`config.mk`:
```
export PLATFORM = sky130hd
export DESIGN_NAME = cbc_ctrl_flat
export DESIGN_NICKNAME = d
export VERILOG_FILES = /design/src/rtl/cbc_ctrl_pkg.sv /design/src/rtl/cbc_ctrl_if.sv /design/src/rtl/cbc_ctrl_enc.sv /design/src/rtl/cbc_ctrl.sv /design/src/flat_wrapper.sv
export SDC_FILE = /design/constraint.sdc
export NUM_CORES = 1
export LEC_CHECK = 0
export CAP_MARGIN = 10
export CORE_MARGIN = 2
export CORE_UTILIZATION = 30
export CTS_CLUSTER_DIAMETER = 30
export DETAILED_ROUTE_END_ITERATION = 8
export PLACE_DENSITY = 0.54
export SLEW_MARGIN = 40
export SYNTH_ARGS = -nofsm -noshare
export SYNTH_HDL_FRONTEND = slang
export SYNTH_SLANG_ARGS = --single-unit
```
`constraint.sdc`:
```
create_clock -name clk -period 3.95 [get_ports clk]
set_input_delay 0.395 -clock clk [delete_from_list [all_inputs] [get_ports clk]]
set_output_delay 0.395 -clock clk [all_outputs]
set_load 0.02 [all_outputs]
```
`src/rtl/cbc_ctrl_pkg.sv`:
```
// cbc_ctrl_pkg: shared widths, FSM encoding and the block cipher round function
package cbc_ctrl_pkg;
    localparam int N_K = 64;
    localparam int N_B = 32;
    localparam int ENC_LAT = 2;
    typedef enum logic [1:0] {S_IDLE = 2'd0, S_REQ = 2'd1, S_REL = 2'd2, S_OUT = 2'd3} state_e;
    function automatic logic [N_B-1:0] enc_f(input logic [N_K-1:0] k, input logic [N_B-1:0] m);
        logic [N_B-1:0] x;
        x = m ^ k[N_B-1:0];
        x = {x[N_B-6:0], x[N_B-1:N_B-5]} + k[N_K-1-:N_B];
        return x ^ (x >> 7);
    endfunction
endpackage

```
`src/rtl/cbc_ctrl_if.sv`:
```
// cbc_ctrl_if: plaintext-in / ciphertext-out valid/ready stream pair
interface cbc_ctrl_if;
    import cbc_ctrl_pkg::*;
    logic           in_valid;
    logic           in_ready;
    logic [N_B-1:0] in_data;
    logic           out_valid;
    logic           out_ready;
    logic [N_B-1:0] out_data;
    modport master(output in_valid, in_data, out_ready, input in_ready, out_valid, out_data);
    modport slave(input in_valid, in_data, out_ready, output in_ready, out_valid, out_data);
endinterface

```
`src/rtl/cbc_ctrl_enc.sv`:
```
// cbc_ctrl_enc: encrypt_v2 engine, 4-phase req/ack with ENC_LAT+1 cycles per phase.
// It has no reset, so ack may still be high after the controller is reset.
module cbc_ctrl_enc
    import cbc_ctrl_pkg::*;
(
    input  logic           clk,
    input  logic           req,
    input  logic [N_K-1:0] k,
    input  logic [N_B-1:0] m,
    output logic           ack,
    output logic [N_B-1:0] c
);
    logic [1:0]     dly_q, dly_d;
    logic           ack_q, ack_d;
    logic [N_B-1:0] c_q, c_d;
    logic           pend, fire;

    assign pend = req != ack_q;
    assign fire = pend && dly_q == 2'(ENC_LAT);

    always_comb begin
        dly_d = (pend && !fire) ? dly_q + 2'd1 : 2'd0;
        ack_d = fire ? req : ack_q;
        c_d   = (fire && req) ? enc_f(k, m) : c_q;
    end

    always_ff @(posedge clk) begin
        dly_q <= dly_d;
        ack_q <= ack_d;
        c_q   <= c_d;
    end

    assign ack = ack_q;
    assign c   = c_q;
endmodule

```
`src/rtl/cbc_ctrl.sv`:
```
// cbc_ctrl: ECB/CBC block-mode front end driving the encrypt engine over req/ack
module cbc_ctrl
    import cbc_ctrl_pkg::*;
#(
    parameter int N_CNT = 16
) (
    input  logic             clk,
    input  logic             rst_n,
    input  logic [N_K-1:0]   k,
    input  logic             cbc,
    input  logic [N_B-1:0]   iv,
    input  logic             iv_ld,
    cbc_ctrl_if.slave        s,
    output logic             busy,
    output logic [N_CNT-1:0] count
);
    state_e           state_q, state_d;
    logic [N_B-1:0]   chain_q, chain_d, m_q, m_d, c_q, c_d, od_q, od_d;
    logic [N_K-1:0]   k_q, k_d;
    logic [N_CNT-1:0] cnt_q, cnt_d;
    logic             req, ack, acc, idle, ld;
    logic [N_B-1:0]   c;

    cbc_ctrl_enc u_enc (.clk(clk), .req(req), .k(k_q), .m(m_q), .ack(ack), .c(c));

    always_ff @(posedge clk or negedge rst_n) begin
        if (!rst_n) state_q <= S_IDLE;
        else        state_q <= state_d;
    end

    always_comb begin
        state_d = state_q;
        case (state_q)
            S_IDLE:  state_d = acc ? S_REQ : S_IDLE;
            S_REQ:   state_d = ack ? S_REL : S_REQ;
            S_REL:   state_d = !ack ? S_OUT : S_REL;
            S_OUT:   state_d = s.out_ready ? S_IDLE : S_OUT;
            default: state_d = S_IDLE;
        endcase
    end

    always_comb begin
        idle       = state_q == S_IDLE;
        req        = state_q == S_REQ;
        s.out_valid = state_q == S_OUT;
        busy       = !idle;
        s.in_ready = idle && !iv_ld && !ack;
    end

    // iv_ld has priority over an accept, hence in_ready is masked by it above
    always_comb begin
        ld      = idle && iv_ld;
        acc     = s.in_valid && s.in_ready;
        m_d     = acc ? s.in_data ^ (cbc ? chain_q : '0) : m_q;
        k_d     = acc ? k : k_q;
        c_d     = (req && ack) ? c : c_q;
        od_d    = (state_q == S_REL && !ack) ? c_q : od_q;
        chain_d = ld ? iv : (state_q == S_REL && !ack) ? c_q : chain_q;
        cnt_d   = ld ? '0 : (s.out_valid && s.out_ready) ? cnt_q + N_CNT'(1) : cnt_q;
    end

    always_ff @(posedge clk or negedge rst_n) begin
        if (!rst_n) begin
            chain_q <= '0;
            m_q     <= '0;
            k_q     <= '0;
            c_q     <= '0;
            od_q    <= '0;
            cnt_q   <= '0;
        end else begin
            chain_q <= chain_d;
            m_q     <= m_d;
            k_q     <= k_d;
            c_q     <= c_d;
            od_q    <= od_d;
            cnt_q   <= cnt_d;
        end
    end

    assign s.out_data = od_q;
    assign count      = cnt_q;
endmodule

```
`src/flat_wrapper.sv`:
```
// flat-port wrapper written by rule: the top's interface ports become plain ports
module cbc_ctrl_flat import cbc_ctrl_pkg::*;
#(
    parameter int N_CNT = 16
)
  (clk, rst_n, k, cbc, iv, iv_ld, busy, count, s_in_valid, s_in_data, s_out_ready, s_in_ready, s_out_valid, s_out_data);
  cbc_ctrl_if s_i ();
  input  logic clk;
  input  logic rst_n;
  input  logic [N_K-1:0] k;
  input  logic cbc;
  input  logic [N_B-1:0] iv;
  input  logic iv_ld;
  output logic busy;
  output logic [N_CNT-1:0] count;
  input wire logic [$bits(s_i.in_valid)-1:0] s_in_valid;
  input wire logic [$bits(s_i.in_data)-1:0] s_in_data;
  input wire logic [$bits(s_i.out_ready)-1:0] s_out_ready;
  output wire logic [$bits(s_i.in_ready)-1:0] s_in_ready;
  output wire logic [$bits(s_i.out_valid)-1:0] s_out_valid;
  output wire logic [$bits(s_i.out_data)-1:0] s_out_data;
  assign s_i.in_valid = s_in_valid;
  assign s_i.in_data = s_in_data;
  assign s_i.out_ready = s_out_ready;
  assign s_in_ready = s_i.in_ready;
  assign s_out_valid = s_i.out_valid;
  assign s_out_data = s_i.out_data;
  cbc_ctrl #(.N_CNT(N_CNT)) u_core (.clk(clk), .rst_n(rst_n), .k(k), .cbc(cbc), .iv(iv), .iv_ld(iv_ld), .s(s_i), .busy(busy), .count(count));
endmodule
```
* Word level (Yosys, flattened, before mapping)
Index checks and enable logic that the tools add are counted.
** Operators by class
- $add $sub $neg :: 3
- Multiply operators :: 0
- Divide/modulo/power cells :: 0
- $lt $le $gt $ge :: 0
- Equal/unequal tests :: 5
- Shift-type cells :: 0
- Muxes and demuxes :: 10
- Bitwise operators :: 3
- Reduce and logical (&&, ||, !) cells :: 17
** Operator list (number)
- 32-bit 2-to-1 mux :: 3
- 32-bit XOR :: 2
- 32-bit adder :: 1
- 16-bit 2-to-1 mux :: 2
- 32-bit by 25-bit XOR with 32-bit output :: 1
- 16-bit by 1-bit adder with 16-bit output, second input constant :: 1
- 1-bit logical AND :: 10
- 2-bit one-hot mux with 4 select lines :: 1
- 2-bit == test, second input constant :: 3
- 1-bit zero test :: 4
- 2-bit 2-to-1 mux :: 2
- 2-bit nonzero test :: 2
- 2-bit by 1-bit adder with 2-bit output, second input constant :: 1
- 2-bit by 1-bit == test with 1-bit output, second input constant :: 1
- 2-bit zero test :: 1
- 1-bit 2-to-1 mux :: 2
- 1-bit inequality test :: 1
** Storage, ports and cells
- Flip-flop bits (word level) :: 245
- Bits in latches :: 0
- RAM bits :: 0
- Memory bits (read-only) :: 0
- Bits of input ports :: 134
- Word-level logic and storage cells :: 48
- Memories kept :: 0

* Logic depth before layout (Yosys ltp)
- Depth in word-level cells :: 6
- Depth in mapped cells :: 10

* Cells and area by module
A second synthesis with hierarchy kept.
** Second synthesis, totals
- Cell total of the unflattened synthesis :: 1009
- Area total of the unflattened synthesis :: 11815.1 sq um
** By module, submodules not included
- cbc_ctrl :: instances 1, cells an instance 683, area an instance 8498.2 sq um, seq. area each 5255.0 sq um
- cbc_ctrl_enc :: instances 1, cells an instance 326, area an instance 3316.9 sq um, seq. area each 1031.0 sq um

* Worst setup path after synthesis
Ideal clock, no wire load.
- Path type :: register to register
- Start point :: register u_core.k_q[27]
- End point :: register u_core.u_enc.c_q[23] (netlist: u_core.u_enc.c[23]) (data pin)
- Data arrival time :: 2.785 ns
- Required time :: 3.682 ns
- Path slack :: 0.897 ns
- Cell stages (with the launch flop) :: 11
- Buffers on the path :: 0
- Clock period less this slack :: 3.053 ns
- Path through :: dfrtp_1 -> xor2_1 -> ha_1 -> fa_1 -> a21o_1 -> a221oi_2 -> nand4b_1 -> and4_4 -> o21ai_4 -> a311oi_4 -> xnor3_1
** On the way
- Word-level cells in the longest chain between the ends :: 3
** Ends and longest elaborated chain
- from (decl) :: RTL line cbc_ctrl.sv:19 : logic [N_K-1:0] k_q, k_d;
- from (signal assigned) :: RTL line cbc_ctrl.sv:73 : k_q <= k_d;
- 32-bit XOR :: RTL line cbc_ctrl_pkg.sv:9 : x = m ^ k[N_B-1:0];
- 32-bit adder :: RTL line cbc_ctrl_pkg.sv:10 : x = {x[N_B-6:0], x[N_B-1:N_B-5]} + k[N_K-1-:N_B];
- 32-bit by 25-bit XOR with 32-bit output :: RTL line cbc_ctrl_pkg.sv:11 : return x ^ (x >> 7);
- to (signal assigned) :: RTL line cbc_ctrl_enc.sv:30 : c_q <= c_d;
- to (decl) :: RTL line cbc_ctrl_enc.sv:15 : logic [N_B-1:0] c_q, c_d;
Every way passes these cells.
A chain may end at the register's enable or synchronous reset.

* Worst setup path in the final report
- Start point :: register u_core.k_q[27]
- End point :: register u_core.u_enc.c_q[15] (netlist: u_core.u_enc.c[15]) (data pin)
Same word-level chain as after synthesis.

==> results.py <==
metrics = {
    "global_routing": {
        "antenna_found_initial": 0,
        "grt_usage": 0.159,
        "grt_pass1_vias": 8839,
        "grt_pass1_wl_um": 50900,
        "grt_max_degree": 101,
        "grt_overflow": 0,
    },
    "synthesis": {
        "yosysSeqAreaShare": 0.522,
        "syn-cell-area_um2": 12000,
        "yosys_warnings": 0,
        "postSynthCellCount": 1029,
        "yosys-top-cells-area": "dfrtp_1 (44%), mux2_2 (12%), edfxtp_1 (8.2%)",
        "async_flop_share": 0.857,
        "synthDistinctLibCells": 67,
        "ys_ff_latch": 245,
        "synth_largest_area_cell": "dfrtp_1",
        "synth_area_per_cell_um2": 11.7,
        "synth_top_area_frac": 0.436,
        "synth_edf_count": 33,
        "synth_flop_cell": "dfrtp_1",
        "mappedNetlistNets": 1206,
    },
    "die": {
        "die_w_um": 204,
        "core_area_um2": 39600,
        "chipHeight_um": 204,
        "die_area_um2": 41700,
        "num_rows": 73,
        "io_pins": 185,
        "initial_core_util": 0.304,
    },
    "final_layout": {
        "nNetsFinal": 1421,
        "drive_above_1_share": 0.209,
        "final_util": 0.417,
        "final_cell_mix": "dfrtp_1 (210), clkdlybuf4s50_1 (183), nand2_1 (155)",
        "fill_cells": 3825,
        "antenna_cells": 0,
        "final_common_cell": "dfrtp_1",
        "area_growth_pct": 37.3,
    },
    "setup_path": {
        "startpoint_type": "register",
        "max_stage_delay_ps": 410,
        "cp_cell_sequence": "xor2_1 -> ha_1 -> fa_1 -> a21o_1 -> a221oi_2 -> nand4b_1 -> and4_4 -> o21ai_4 -> xnor2_1 -> xor3_1",
        "r2r_slack_ps": 590,
        "worstPathArrival_ps": 3660,
        "r2r_start": "u_core.k_q[27]",
        "path_max_fanout": 4,
        "end_kind": "register",
        "r2r-end": "u_core.u_enc.c[15]",
        "cp_slowest_cell": "fa_1",
        "r2r_cells": 10,
        "setup.worst_path.start": "u_core.k_q[27]",
        "path_class": "register to register",
        "crit_required_ps": 4250,
    },
    "route": {
        "first_pass_iters": 5,
        "met1_length_um": 15700,
        "drc_errors": 0,
        "wl_um": 32900,
        "drt_iter0_drc": 433,
        "routed.top_layer": "met4",
        "dr_total_vias": 8510,
        "antenna_left": 0,
        "route.met2.wl_um": 14800,
        "vias_per_cell": 4.68,
        "wire_per_inst_um": 18.1,
        "wl_met3_um": 1840,
    },
    "sta": {
        "finalCriticalPeriod_ps": 3360,
        "drv_slew": 0,
        "fmax_ghz": 0.298,
        "finalSetupViolations": 0,
        "tns_ps": 0,
        "min_period_over_period": 0.851,
        "tightest_slew_ps": 538,
        "max-slew-margin-rel": 0.640,
        "rsz0062_at_grt": "no",
        "hold_violations": 0,
        "skew_ps": 18.7,
        "setup_ws_ps": 590,
    },
    "power_and_ir_drop": {
        "power.density_nw_per_um2": 1180,
        "leakagePower_nw": 7.14,
        "ir_worst_vdd_mv": 0.484,
        "power_w": 0.0196,
    },
    "clocking": {
        "cts_tree": "yes",
        "hold_buffers": 1,
        "path_clk_slew_ps": 40,
        "cts-resized-gates": 0,
        "cts_buffers": 59,
        "cts_buffer_depth": 3,
        "worstSkewPairLatency_ps": 570,
        "clock_sinks": 245,
        "post_cts_buffers": 0,
        "clock-root-buffer": "clkbuf_16",
        "htree_num_levels": 2,
    },
    "outcome": {
        "status": "finished clean",
    },
    "placed_design": {
        "port_buffers": 184,
        "dp_slack_ps": 581,
        "gp_congestion": 0.831,
        "place.detailed.hpwl_um": 24000,
    },
    "job": {
        "maxCapViolations": 0,
    },
    "hold_path": {
        "hp-class": "primary input to async pin",
    },
}
## synthesized netlist by cell type, drive strengths merged, types with 2 or more instances
library cell  number
xor3               3
edfxtp            33
a31oi              7
nor2              31
a21o              13
a221oi             2
a211oi             3
o21ai             49
mux2             128
o21bai             4
nand2            156
inv               10
nand3             12
a22oi             32
buf                4
and3               7
and4               3
dfxtp              2
nor3              15
nand4             10
o211ai             7
a21oi             38
ha                42
a311oi             2
xnor2             26
xor2              96
clkbuf            41
o21a               3
and2               5
xnor3              4
nor2b              9
o311ai             2
dfrtp            210
## sequential cells by signal, indices dropped and copies added (netlist names)
name                flops
u_core.u_enc.dly_q      2
u_core.k_q             64
u_core.u_enc.c         32
u_core.chain_q         32
u_core.count           16
u_core.c_q             32
u_core.s.out_data      32
u_core.state_q          2
u_core.u_enc.ack        1
u_core.m_q             32
## cell families after synthesis
group,after synthesis,synth area share
AND/OR/NAND/NOR,256,0.0936
flip-flops,245,0.522
AO/OA/AOI/OAI,172,0.0973
XOR/XNOR,129,0.102
multiplexers,128,0.120
buffers and inverters,56,0.0197
adder cells (fa/ha/maj),43,0.0453
## worst max-delay path by stage
stage,end,slack [ps]
2_1_floorplan,u_core.u_enc.c[23],900
3_3_place_gp,u_core.u_enc.c[15],710
3_5_place_dp,u_core.u_enc.c[15],580
4_1_cts,u_core.u_enc.c[15],570
5_1_grt,u_core.u_enc.c[15],450
6_report,u_core.u_enc.c[15],590
## power breakdown
part	switching [W]	leakage (nW)	internal, W	total, W
clock network	0.00150	0.974	0.00325	0.00475
registers	0.000714	2.88	0.00419	0.00491
logic	0.00540	3.28	0.00451	0.00991
## stage by stage
step / instances / instance area, um^2 / hold slack (ps)
6_report: 1818 / 16500 / 283
3_3_place_gp: 1706 / 14500 / 408
4_1_cts: 1817 / 16500 / 412
2_1_floorplan: 1029 / 12000 / 99.4
3_5_place_dp: 1706 / 14500 / 418
5_1_grt: 1818 / 16500 / 302
## cell type report
type | count | area (um^2) | area share
flip-flops and latches | 245 | 6290 | 0.380
multi-input cells | 728 | 5550 | 0.336
repair buffers | 200 | 2010 | 0.122
clock buffers | 78 | 1660 | 0.100
well taps | 525 | 657 | 0.0397
clock inverters | 32 | 330 | 0.0200
inverters | 10 | 37.5 | 0.00227
## critical path: cells and delay by family (launching register included)
kind,cells,cell delay [ps]
xor gates and xnor gates,3,940
AOI/OAI and AO/OA,3,660
adders and majority gates,2,620
and+or+nand+nor,2,480
DFF,1,390
## layer usage
metal | up-vias | GRT usage
met5 | - | 0
met4 | 0 | 0.0487
met3 | 55 | 0.0319
met2 | 214 | 0.246
met1 | 4166 | 0.223
li1 | 4075 | -
Power figures use the tool's default switching activity.
==> variant 1, RTL diff (config.mk and constraints unchanged) <==
Put one more register stage on the output `count`, without a reset. The value now appears one clock later. The other outputs are not delayed to match.
--- a/src/rtl/cbc_ctrl.sv
+++ b/src/rtl/cbc_ctrl.sv
@@ -80,3 +80,5 @@
     assign s.out_data = od_q;
-    assign count      = cnt_q;
+    always_ff @(posedge clk) begin
+        count <= cnt_q;
+    end
 endmodule
Function: same outputs for any inputs over 10 cycles, from zero or initial values and one cycle with rst_n low; that may be too few to reach the edited logic, so the function may still have changed.
==> variant 1 against the original RTL <==
Worst setup slack better by 0.017 ns; design area grew 3.3%; sequential cell count up 16; wire length grew 0.42%; sequential share of layout area increased by 0.66 points; global-route usage grew 0.35 points; first-iteration DRC count down 9.9%; count of clock-buffer cells in the layout rose by 9; total power increased by 3.1%; area after synthesis increased by 0.83%; fmax rose by 0.50%; largest power group unchanged.
==> variant 1: results (changes against the original RTL) <==
stage,metric,value,unit,change
drt,DR iter-0 viols,390,,-9.9%
global_routing,GRT Util Overall,16.2,%,+0.35 points
logic_synthesis,Synth Area in Compound Gates,8.80,%,-0.93 points
clock_tree,htree depth,3,,+1
sta,hold_ws,0.395,ns,+0.112 ns
setup_path,worst-path fanout max,5,,+1
placed_design,area post-placement,14600,um2,+0.66%
sta,Slew HR,52.1,%,-12 points
outcome,run status,finished clean,,
logic_synthesis,post-synthesis adder-cell area fraction,4.49,%,-0.037 points
layout,Fillers,3777,,-1.3%
logic_synthesis,sequential fraction of the synthesis area,54.4,%,+2.2 points
logic_synthesis,count of cell types in the netlist,56,,-16%
setup_path,Worst Reg2Reg Path Length in Cells,11,,+1
setup_path,CP arrival,3.62,ns,-0.04 ns
clock_tree,total CTS buffers,69,,+17%
logic_synthesis,post-synthesis mux area share,12.0,%,about the same
logic_synthesis,"Avg Cell Area, Syn",11.8,um2,+0.44%
setup_path,CP top delay family,compound AO/OA/AOI/OAI gates,,
logic_synthesis,Commonest cells post-synth,"dfrtp_1, nand2_1, mux2_2",,
placed_design,Placer Congestion,0.853,,+2.6%
layout,post-layout net count,1435,,+0.99%
power,leakage power,7.34,nW,+2.8%
drt,vias per cell,4.65,,-0.67%
power,P per Cell Area,1180,nW/um2,-0.17%
layout,layout cells sized above 1,21.3,%,+0.38 points
placed_design,DP Worst Slack,0.613,ns,+0.0321 ns
global_routing,initial antenna violation count,2,,+2
global_routing,number of global-route vias before repair,8984,,+1.6%
logic_synthesis,top post-synthesis cells by area,"dfrtp_1, mux2_2, edfxtp_1",,
placed_design,dpl cells,1711,,+0.29%
power,Worst IR Drop VDD,0.479,mV,-1.1%
logic_synthesis,post-synthesis net count,1210,,+0.33%
sta,clk_skew,0.0305,ns,+0.0119 ns
variant 1: where the power goes:
part	switching (mW)	leakage, nW	internal, mW
Combinational	5.23	3.12	4.01
Clock	1.69	1.21	4.20
Sequential	0.711	3.01	4.36
variant 1: kinds of logic (layout without fill, tap and decap cells):
logic type,after synthesis,in the layout
AO/OA/AOI/OAI,158,158
XOR/XNOR,131,131
adder cells (fa/ha/maj),43,43
buffers and inverters,55,334
flip-flops,261,261
multiplexers,129,129
AND/OR/NAND/NOR,256,256
variant 1: cell type report:
class	count	area share [%]
flip-flops and latches	261	38.7
multi-input cells	717	31.3
clock buffers	87	11.5
repair buffers	195	11.4
well taps	525	3.85
clock inverters	38	2.99
inverters	14	0.308
variant 1: worst max-delay path by stage:
stage / to / slack [ns] / cells after the start
detailed placement: u_core.u_enc.c[19] / 0.61 / 11
global route: u_core.u_enc.c[19] / 0.41 / 11
floorplan: u_core.u_enc.c[24] / 0.95 / 11
finish: u_core.u_enc.c[19] / 0.61 / 11
CTS: u_core.u_enc.c[19] / 0.58 / 11
global placement: u_core.u_enc.c[19] / 0.66 / 11
variant 1: layer usage:
layer | wire (um) | share of wire [%]
met1 | 15800 | 48
met2 | 14500 | 44
met3 | 1830 | 5.5
met4 | 881 | 2.7
met5 | 13 | 0.039
variant 1: what timing repair did:
action / 4_1_cts / 5_1_grt
resized for setup: 0 / 0
hold buffers: 1 / 0
endpoints found under the hold margin: 67 / 0
variant 1: worst register-to-register path, stage by stage, from the launching register on:
cell and delay (ns):
dfrtp_1 0.39, xor2_1 0.17, ha_1 0.22, fa_1 0.41, a21o_2 0.24, a221o_1 0.37
a31oi_1 0.30, a21oi_2 0.16, o21ai_2 0.31, o311ai_2 0.15, xor2_1 0.19, xor2_1 0.18
==> variant 2, RTL diff (same flow settings) <==
Made on the original files. `N_CNT` is set to 16 in 2 places; all go to 32.
--- a/src/rtl/cbc_ctrl.sv
+++ b/src/rtl/cbc_ctrl.sv
@@ -4,3 +4,3 @@
 #(
-    parameter int N_CNT = 16
+    parameter int N_CNT = 32
 ) (
--- a/src/flat_wrapper.sv
+++ b/src/flat_wrapper.sv
@@ -3,3 +3,3 @@
 #(
-    parameter int N_CNT = 16
+    parameter int N_CNT = 32
 )
Ports: changed (resized count); port bits go from 185 to 201. The function was not compared with the original's and may differ.
==> variant 2 against the original RTL <==
Cell count increased by 5.9%; sequential power is 4% higher; sequential cell count up 16; total power is 3.3% higher; critical path depth grew 1; area after synthesis increased by 3.7%; non-clock buffer count up 17; worst setup slack gained 0.020 ns; wire length is 3.3% higher; design area is 8.1% higher; critical endpoint is now u_core.u_enc.c[19]; largest power group unchanged; highest routed layer unchanged.
==> variant 2: results (changes against the original RTL) <==
stage,metric,value,unit,change
global_routing,largest net degree at the start of global routing,95,,-5.9%
clock_tree,htree depth,3,,+1
power,leakage power,7.71,nW,+8.0%
logic_synthesis,"flops & latches, synth",261,,+6.5%
drt,DR iter-0 viols,358,,-17%
logic_synthesis,async set-or-reset flop fraction in the synthesized netlist,86.6,%,+0.88 points
placed_design,Placer Congestion,0.875,,+5.4%
placed_design,area post-placement,15100,um2,+4.2%
drt,Met2 Routed Length,15.5,mm,+4.7%
layout,"non-filler cells, final",1925,,+5.9%
logic_synthesis,post-synthesis net count,1266,,+5.0%
logic_synthesis,top post-synthesis cells by area,"dfrtp_1, mux2_2, xor2_1",,
placed_design,dpl cells,1785,,+4.6%
power,Worst IR Drop VDD,0.455,mV,-6.0%
setup_path,R2R Setup Slk,0.61,ns,+0.02 ns
layout,layout cells sized above 1,20.4,%,-0.49 points
logic_synthesis,sequential fraction of the synthesis area,53.6,%,+1.3 points
logic_synthesis,Mapped Cells,1089,,+5.8%
global_routing,first-pass GRT wire length,53.1,mm,+4.3%
drt,Post-Route WL,34.0,mm,+3.3%
global_routing,number of global-route vias before repair,9289,,+5.1%
global_routing,GRT Util Overall,15.8,%,-0.094 points
placed_design,Port Buf Inserts,200,,+8.7%
placed_design,DP Wirelength,24.2,mm,+0.90%
layout,post-layout net count,1511,,+6.3%
sta,Slew HR,62.0,%,-2.0 points
sta,crit path time final,3.34,ns,-0.0202 ns
logic_synthesis,Commonest cells post-synth,"dfrtp_1, nand2_1, mux2_2",,
outcome,run status,finished clean,,
logic_synthesis,count of cell types in the netlist,51,,-24%
placed_design,DP Worst Slack,0.602,ns,+0.0210 ns
global_routing,met2 usage,23.9,%,-0.64 points
-- variant 2: how the worst min path moves through the flow --
stage                            end  slack [ns]  cells after the start
2_1_floorplan          u_core.c_q[0]         0.1                      0
3_3_place_gp   u_core.u_enc.dly_q[0]        0.41                      1
3_5_place_dp   u_core.u_enc.dly_q[0]        0.41                      1
4_1_cts           u_core.chain_q[13]        0.41                      3
5_1_grt             u_core.count[11]        0.28                      2
6_report             u_core.count[9]        0.29                      2
-- variant 2: layout make-up --
class / instances / area (um2)
timing repair buffer: 217 / 2190
inverter: 17 / 63.8
sequential: 261 / 6690
clock inverter: 31 / 430
fill: 3896 / 23100
tap: 532 / 666
multi-input combinational: 761 / 5570
clock buffer: 106 / 2260
-- variant 2: where the power goes --
part	internal (mW)	switching, mW	total, mW
Clock	4.59	1.71	6.30
Combinational	3.84	4.98	8.82
Sequential	4.37	0.719	5.09
-- variant 2: cell families (layout without fill, tap and decap cells) --
kind of cell             Yosys count  after routing  synth area share, %
AO/OA/AOI/OAI                    155            155                 8.00
XOR/XNOR                         147            147                 10.4
adder cells (fa/ha/maj)           43             43                 4.37
buffers and inverters             67            371                 2.05
flip-flops                       261            261                 53.6
multiplexers                     129            129                 11.6
AND/OR/NAND/NOR                  287            287                 9.96
-- variant 2: timing repair --
item,4_1_cts,5_1_grt
setup endpoints to repair,0,0
endpoints found under the hold margin,90,0
hold buffers,1,0
gates resized for setup,0,0
-- variant 2: worst max-delay path, stage by stage (launching register included) --
cell	delay, ns
dfrtp_1	0.37
xor2_1	0.17
ha_1	0.22
fa_1	0.40
a21o_1	0.21
a221o_1	0.38
a21oi_2	0.25
nor4_1	0.08
or3_4	0.41
a311oi_2	0.27
xnor2_1	0.14
xor2_1	0.17
